<file path="config.mk">
export PLATFORM = sky130hd
export DESIGN_NAME = bitty_fetch_sequencer_flat
export DESIGN_NICKNAME = d
export VERILOG_FILES = /design/src/rtl/bitty_fetch_sequencer_if.sv /design/src/rtl/bitty_fetch_sequencer.sv /design/src/flat_wrapper.sv
export SDC_FILE = /design/constraint.sdc
export NUM_CORES = 1
export LEC_CHECK = 0
export ABC_AREA = 1
export CORE_MARGIN = 2
export CORE_UTILIZATION = 51
export CTS_BUF_LIST = sky130_fd_sc_hd__clkbuf_4 sky130_fd_sc_hd__clkbuf_8
export CTS_CLUSTER_SIZE = 28
export DETAILED_ROUTE_END_ITERATION = 8
export GPL_TIMING_DRIVEN = 0
export MAX_ROUTING_LAYER = met4
export PLACE_DENSITY_LB_ADDON = 0.25
export SLEW_MARGIN = 20
export SYNTH_ARGS = -nofsm -noshare
export SYNTH_HDL_FRONTEND = slang
export SYNTH_SLANG_ARGS = --single-unit
</file>
<file path="constraint.sdc">
create_clock -name clk -period 2.2 [get_ports clk]
set_input_delay 0.44 -clock clk [delete_from_list [all_inputs] [get_ports clk]]
set_output_delay 0.44 -clock clk [all_outputs]
set_load 0.01 [all_outputs]
</file>
<file path="src/rtl/bitty_fetch_sequencer_if.sv">
// Instruction-memory and core-side signals between the fetch sequencer and its neighbours.
interface bitty_fetch_sequencer_if #(
    parameter int unsigned ADDR_W = 8
);
    logic [ADDR_W-1:0] mem_addr;
    logic              mem_rd;
    logic [15:0]       mem_data;
    logic              mem_valid;
    logic [15:0]       instr;
    logic              run;
    logic              done;

    // Sequencer side: drives the memory read and the core issue.
    modport master (
        output mem_addr,
        output mem_rd,
        output instr,
        output run,
        input  mem_data,
        input  mem_valid,
        input  done
    );

    // Memory/core side.
    modport slave (
        input  mem_addr,
        input  mem_rd,
        input  instr,
        input  run,
        output mem_data,
        output mem_valid,
        output done
    );
endinterface

</file>
<file path="src/rtl/bitty_fetch_sequencer.sv">
// Fetch/issue sequencer for the bitty core: walks pc over instruction memory,
// issues each word with a one-cycle run pulse and waits for done, with a
// per-step watchdog, halt at instruction boundaries and an executed counter.
module bitty_fetch_sequencer #(
    parameter int unsigned ADDR_W  = 8,
    parameter int unsigned TIMEOUT = 16
) (
    input  logic                     clk,
    input  logic                     rst,
    input  logic                     start,
    input  logic                     halt,
    input  logic [ADDR_W:0]          prog_len,
    bitty_fetch_sequencer_if.master  bus,
    output logic                     busy,
    output logic                     finished,
    output logic                     timeout_err,
    output logic [ADDR_W-1:0]        pc,
    output logic [15:0]              instr_count
);
    localparam int unsigned LEN_W   = ADDR_W + 1;
    localparam int unsigned WD_W    = $clog2(TIMEOUT + 1);
    localparam int unsigned CNT_W   = 16;
    localparam int unsigned INSTR_W = 16;

    localparam logic [2:0] S_IDLE     = 3'd0;
    localparam logic [2:0] S_FETCH    = 3'd1;
    localparam logic [2:0] S_WAIT_MEM = 3'd2;
    localparam logic [2:0] S_ISSUE    = 3'd3;
    localparam logic [2:0] S_EXEC     = 3'd4;
    localparam logic [2:0] S_NEXT     = 3'd5;
    localparam logic [2:0] S_DONE     = 3'd6;
    localparam logic [2:0] S_ERR      = 3'd7;

    logic [2:0]         state;
    logic [2:0]         state_d;
    logic [ADDR_W-1:0]  pc_d;
    logic [LEN_W-1:0]   len_q;
    logic [LEN_W-1:0]   len_d;
    logic [WD_W-1:0]    wd_q;
    logic [WD_W-1:0]    wd_d;
    logic [INSTR_W-1:0] instr_d;
    logic [CNT_W-1:0]   cnt_d;
    logic [LEN_W-1:0]   pc_inc_c;
    logic               wd_last_c;

    // Next-state and next-value logic for every register in the block.
    always_comb begin
        state_d   = state;
        pc_d      = pc;
        len_d     = len_q;
        wd_d      = wd_q;
        instr_d   = bus.instr;
        cnt_d     = instr_count;
        pc_inc_c  = LEN_W'(pc) + LEN_W'(1);
        wd_last_c = (wd_q == WD_W'(TIMEOUT - 1));

        case (state)
            S_IDLE, S_DONE, S_ERR: begin
                if (start) begin
                    len_d   = prog_len;
                    pc_d    = '0;
                    cnt_d   = '0;
                    wd_d    = '0;
                    state_d = (prog_len == '0) ? S_DONE : S_FETCH;
                end
            end
            S_FETCH: begin
                wd_d    = '0;
                state_d = S_WAIT_MEM;
            end
            S_WAIT_MEM: begin
                if (bus.mem_valid) begin
                    instr_d = bus.mem_data;
                    state_d = S_ISSUE;
                end else begin
                    wd_d = wd_q + WD_W'(1);
                    if (wd_last_c) begin
                        state_d = S_ERR;
                    end
                end
            end
            S_ISSUE: begin
                wd_d    = '0;
                state_d = S_EXEC;
            end
            S_EXEC: begin
                if (bus.done) begin
                    state_d = S_NEXT;
                    if (instr_count != '1) begin
                        cnt_d = instr_count + CNT_W'(1);
                    end
                end else begin
                    wd_d = wd_q + WD_W'(1);
                    if (wd_last_c) begin
                        state_d = S_ERR;
                    end
                end
            end
            S_NEXT: begin
                // Completion wins over halt; pc stays on the last address.
                if (pc_inc_c == len_q) begin
                    state_d = S_DONE;
                end else begin
                    pc_d    = pc + ADDR_W'(1);
                    state_d = halt ? S_IDLE : S_FETCH;
                end
            end
            default: begin
                state_d = S_IDLE;
            end
        endcase
    end

    // State and datapath registers; strobes and flags decode the next state.
    always_ff @(posedge clk or negedge rst) begin
        if (!rst) begin
            state        <= S_IDLE;
            pc           <= '0;
            len_q        <= '0;
            wd_q         <= '0;
            instr_count  <= '0;
            bus.instr    <= '0;
            bus.mem_addr <= '0;
            bus.mem_rd   <= 1'b0;
            bus.run      <= 1'b0;
            busy         <= 1'b0;
            finished     <= 1'b0;
            timeout_err  <= 1'b0;
        end else begin
            state        <= state_d;
            pc           <= pc_d;
            len_q        <= len_d;
            wd_q         <= wd_d;
            instr_count  <= cnt_d;
            bus.instr    <= instr_d;
            bus.mem_addr <= pc_d;
            bus.mem_rd   <= (state_d == S_FETCH);
            bus.run      <= (state_d == S_ISSUE);
            busy         <= (state_d != S_IDLE) && (state_d != S_DONE) && (state_d != S_ERR);
            finished     <= (state_d == S_DONE);
            timeout_err  <= (state_d == S_ERR);
        end
    end
endmodule

</file>
<file path="src/flat_wrapper.sv">
// flat-port wrapper written by rule: the top's interface ports become plain ports
module bitty_fetch_sequencer_flat 
#(
    parameter int unsigned ADDR_W  = 8,
    parameter int unsigned TIMEOUT = 16
)
  (clk, rst, start, halt, prog_len, busy, finished, timeout_err, pc, instr_count, bus_mem_addr, bus_mem_rd, bus_instr, bus_run, bus_mem_data, bus_mem_valid, bus_done);
  bitty_fetch_sequencer_if #(.ADDR_W(ADDR_W)) bus_i ();
  input  logic clk;
  input  logic rst;
  input  logic start;
  input  logic halt;
  input  logic [ADDR_W:0] prog_len;
  output logic busy;
  output logic finished;
  output logic timeout_err;
  output logic [ADDR_W-1:0] pc;
  output logic [15:0] instr_count;
  output wire logic [$bits(bus_i.mem_addr)-1:0] bus_mem_addr;
  output wire logic [$bits(bus_i.mem_rd)-1:0] bus_mem_rd;
  output wire logic [$bits(bus_i.instr)-1:0] bus_instr;
  output wire logic [$bits(bus_i.run)-1:0] bus_run;
  input wire logic [$bits(bus_i.mem_data)-1:0] bus_mem_data;
  input wire logic [$bits(bus_i.mem_valid)-1:0] bus_mem_valid;
  input wire logic [$bits(bus_i.done)-1:0] bus_done;
  assign bus_mem_addr = bus_i.mem_addr;
  assign bus_mem_rd = bus_i.mem_rd;
  assign bus_instr = bus_i.instr;
  assign bus_run = bus_i.run;
  assign bus_i.mem_data = bus_mem_data;
  assign bus_i.mem_valid = bus_mem_valid;
  assign bus_i.done = bus_done;
  bitty_fetch_sequencer #(.ADDR_W(ADDR_W), .TIMEOUT(TIMEOUT)) u_core (.clk(clk), .rst(rst), .start(start), .halt(halt), .prog_len(prog_len), .bus(bus_i), .busy(busy), .finished(finished), .timeout_err(timeout_err), .pc(pc), .instr_count(instr_count));
endmodule
</file>
Word-level counts from Yosys, hierarchy flattened
Index checks and enable logic that the tools add are counted.
- output and inout port bits: 53
- input port bits: 31
- word-level logic and storage cells: 71
- register bits after elaboration: 62
- reduce and logical (&&, ||, !) cells: 15
- eq/ne operators: 22
- multiplexer cells: 19
- add/sub/neg operators: 4
- operators by type and width (operator ; count):
    16-bit two-way mux ; 3
    16-bit one-hot mux with 2 select lines ; 1
    5-bit one-hot mux with 4 select lines ; 1
    3-bit == test, second input constant ; 6
    3-bit two-way mux ; 6
    3-bit one-hot mux with 6 select lines ; 1
    16-bit by 1-bit adder with 16-bit output, second input constant ; 1
    8-bit two-way mux ; 2
    16-bit inequality test, second input constant ; 1
    8-bit one-hot mux with 2 select lines ; 1
    5-bit two-way mux ; 3
    2-bit inequality test, second input constant ; 5
    8-bit by 1-bit adder with 9-bit output, second input constant ; 1
    3-bit by 2-bit == test with 1-bit output, second input constant ; 3
    9-bit == test ; 1
    9-bit zero test ; 1
    8-bit by 1-bit adder with 8-bit output, second input constant ; 1
    4-bit AND reduction ; 2
    3-bit by 1-bit == test with 1-bit output, second input constant ; 2
    3-bit inequality test, second input constant ; 2
    5-bit by 1-bit adder with 5-bit output, second input constant ; 1
    5-bit by 4-bit == test with 1-bit output, second input constant ; 1
    2-bit AND reduction ; 2
    2-bit nonzero test ; 2
    9 further kinds ; 10

Logic depth before layout (Yosys ltp)
- depth after elaboration: 7
- mapped depth: 16
- gate-level depth less buffers: 16

Least setup slack after synthesis
OpenSTA, ideal clock, no wires.
- path kind: register to register
- from: register u_core.bus.mem_addr[0] (netlist name)
- to: register u_core.bus.mem_addr[5]
- cell stages (with the launch flop): 12
- data required time: 2.126 ns
- path buffers: 1
- setup slack: 0.326 ns
- library setup time: 0.074 ns
- data arrival time: 1.800 ns
- clock period less this slack: 1.874 ns
- path through: dfrtp_1 ha_1 xnor2_1 nand2_1 nor2_1 nand3_1 nor2_2 nand4_4 nand4_4 buf_12 nand2_2 o21ai_2
- RTL lines (item ; line ; source):
    to (signal assigned) ; bitty_fetch_sequencer.sv:136 ; bus.mem_addr <= pc_d;
    to (decl) ; bitty_fetch_sequencer_if.sv:15 ; output mem_addr,

==> flow_summary.rst <==
.. list-table::
   :header-rows: 1

   * - Metric
     - Value
   * - Outcome
     - finished clean
   * - Die boundary width
     - a little under 90 µm
   * - Clock-pin slew of the registers on the worst-case setup and hold paths
     - approximately 0.08 ns
   * - Crit path launch type
     - flop
   * - Max-Cap Viols
     - 0
   * - Final setup violation count
     - 0
   * - Worst Slack Setup Final
     - approximately 0.18 ns
   * - Share of cells above drive strength 1
     - 0.156
   * - RSZ-0062 raised after global routing
     - no
   * - Gate count of the mapped netlist
     - 438
   * - Number of antenna cells inserted
     - 0
   * - Slew margin rel.
     - 0.580
   * - Total detailed-routing wirelength
     - 8120 µm
   * - Number of flops mapped to enable cells by yosys
     - 0
   * - Std-Cell Rows
     - 30
   * - Number of hold violations in the final report
     - 0
   * - Ranking of synthesized cells by area
     - dfrtp_1 (45%), nand2_1 (15%), inv_1 (5.5%)
   * - Starting density of the core
     - 0.519
   * - Root Buffer
     - clkbuf_8
   * - Share of Yosys cell area claimed by the top area cell type
     - 0.448
   * - Number of H-tree levels
     - 3
   * - Primary flip-flop cell chosen by synthesis mapping
     - dfrtp_1
   * - Iter 0 DRT Violations
     - 200
   * - Synth Cell Area
     - about 3500 µm²
   * - Number of clock sinks
     - 62
   * - Post-Synthesis Net Count
     - roughly 470
   * - Design area
     - 4660 µm²
   * - Worst setup slack after placement
     - ~0.083 ns
   * - Static leakage
     - around 2.2 nW
   * - Power density relative to cell area
     - around 1100 nW/µm²
   * - Floorplan die height
     - around 86 µm
   * - Layout overhead on the synthesized area
     - 34.4%
   * - Initial DRT Pass Iterations
     - 4
   * - Post-Syn Area per Cell
     - between 7 and 8 µm²
   * - Total number of vias
     - around 3.2k
   * - DR DRC count
     - 0
   * - Post-synth top cells
     - nand2_1 (142), dfrtp_1 (62), inv_1 (51)
   * - Placeable core region
     - about 6700 µm²
   * - Final RePlAce weighted congestion
     - around 0.88
   * - Maximum number of pins on one net before global-route repair
     - 50
   * - Cell taking the most area after synthesis
     - dfrtp_1
   * - Total negative slack for setup checks
     - 0 ns
   * - Number of buffers added by the clock tree synthesis step
     - 9
   * - Overall power consumption
     - approximately 5 mW
   * - Top-count cell post-synth
     - nand2_1
   * - Worst IR Drop VDD
     - just under 0.0009 V
   * - Count of cell types in the netlist
     - 38
   * - Clock tree buffer depth
     - 2
   * - Maximum net fanout on the critical path
     - 10
   * - Average detailed-routed wire length per instance
     - approximately 13 µm
   * - Setup Skew
     - around 0.014 ns
   * - Post-synthesis sequential element count
     - 62
   * - Share of async-settable or async-resettable flops after synthesis
     - 1.00
   * - Final worst-path cycle share
     - 0.917
   * - Initial antenna violation count
     - 0
   * - Number of nets in the layout
     - ~570
   * - Floorplan die area
     - 7470 µm²
   * - First-pass GRT wire length
     - ~14,000 µm
   * - Detailed placer's ending HPWL
     - roughly 6000 µm
   * - Maximum operating frequency
     - ~500 MHz
   * - Min-delay worst type
     - reg -> reg
   * - Total global routing overflow
     - 0
   * - Arrival time at the worst endpoint
     - ~2.3 ns
   * - Clock tree from TritonCTS
     - done
   * - Via-to-Cell Ratio
     - roughly 5.2
   * - Post-DP Area
     - approximately 4400 µm²
   * - Ports placed on the boundary
     - between 80 and 90
   * - Count of buffers from port buffering
     - between 80 and 90
   * - Number of slew-limit violations in the final report
     - 0
   * - Measured slew at the worst slew-check pin
     - around 0.63 ns
   * - Synth Warn #
     - 0
   * - Remaining antenna violation count after routing
     - 0
   * - Final critical delay including setup and external delays
     - a little over 2 ns
   * - GRT Util Overall
     - 0.237
   * - CP endpoint kind
     - flop
   * - Classification of the worst setup path
     - reg -> reg
   * - Insertion delay to the later sink of the worst-skew pair
     - 0.34 ns
   * - Via count of the first global-routing pass
     - 3,019
   * - Required time of the critical path
     - 2.48 ns
   * - Part of the Yosys area used for sequential elements
     - 0.448
## path summary, 6_finish.rpt
| kind | cells past startpoint | slack, ns | endpoint | from |
|---|---|---|---|---|
| worst min-delay path | 2 | 0.47 | u_core.bus.instr[8] | u_core.bus.instr[8] |
| worst max-delay path | 11 | 0.18 | u_core.bus.mem_addr[6] | u_core.bus.mem_addr[0] |
| min in group asynchronous | 2 | 0.50 | u_core.len_q[6] | rst |
| worst min register to register | 2 | 0.47 | u_core.bus.instr[8] | u_core.bus.instr[8] |
| worst max register to register | 11 | 0.18 | u_core.bus.mem_addr[6] | u_core.bus.mem_addr[0] |
| max in group asynchronous | 3 | 1.16 | u_core.bus.mem_addr[1] | rst |
## layer usage
metal	routed length (µm)	global-route usage	vias to the layer above
li1	-	-	1593
met1	3620	0.300	1501
met2	3830	0.367	103
met3	463	0.0495	20
met4	202	0.107	0
met5	0	-	-
## what timing repair did
item / 4_1_cts / 5_1_grt
setup buffers: 0 / 0
endpoints found under the setup margin: 0 / 17
hold endpoints to repair: 13 / 0
hold buffers: 1 / 0
gates resized for setup: 0 / 7
## cell type report
class                   instances  area, µm²
clock buffers                  12        159
plain buffers                  15        108
multi-input cells             302       1600
well taps                      80        100
repair buffers                 85        866
inverters                      59        221
clock inverters                 4       45.0
fillers                       546       2020
flip-flops and latches         62       1550
## kinds of logic after synthesis
kind of cell             synth area share
buffers and inverters              0.0950
flip-flops                          0.448
AO/OA/AOI/OAI                      0.0979
AND/OR/NAND/NOR                     0.329
multiplexers                      0.00289
adder cells (fa/ha/maj)            0.0144
XOR/XNOR                           0.0126
## flip-flops by register name, summed over array words and instances, names as in the netlist
signal,count
u_core.bus.mem_rd,1
u_core.bus.run,1
u_core.finished,1
u_core.busy,1
u_core.len_q,9
u_core.instr_count,16
u_core.bus.instr,16
u_core.wd_q,5
u_core.bus.mem_addr,8
u_core.timeout_err,1
u_core.state,3
## cell usage in the layout (no fill, tap or decap), types with 2 or more instances in the layout
master	instances
nand2_1	141
clkdlybuf4s50_1	82
dfrtp_1	60
inv_1	50
nand3_1	24
nor2_1	21
o21ai_0	20
nand2_2	11
clkbuf_8	11
buf_4	10
a21oi_1	10
inv_2	9
o21ai_2	9
nand4_1	8
nor3_1	7
o21ai_1	5
nand3_2	5
nor2_4	4
nor2_2	4
nor4_1	4
clkbuf_1	4
xor2_1	3
nor3_2	3
o31ai_1	3
ha_1	3
clkinv_2	3
xnor2_1	2
nand4_4	2
a31oi_1	2
dfrtp_2	2
## worst max-delay path: stages (launching register included)
cell and delay, ns:
dfrtp_2 0.47, ha_4 0.27, xnor2_1 0.15, nand2_1 0.07
nor2_1 0.16, nand3_1 0.10, nor2_2 0.14, nand4_4 0.14
nand4_4 0.18, buf_12 0.16, nand2_2 0.06, o21ai_2 0.05
## stage by stage
stage | std cells | utilization | hold WS, ns
2_1_floorplan | 438 | - | 0.144
6_report | 619 | 0.697 | 0.472
3_5_place_dp | 602 | 0.662 | 0.318
4_1_cts | 619 | 0.694 | 0.474
5_1_grt | 619 | 0.697 | 0.489
3_3_place_gp | 601 | 0.658 | 0.453
## power breakdown
part	total [mW]	internal [mW]	switching, mW
clock network	1.05	0.593	0.455
registers	1.65	1.45	0.201
logic	2.29	0.927	1.36
total	4.98	2.97	2.01
(Power assumes the default switching activity.)
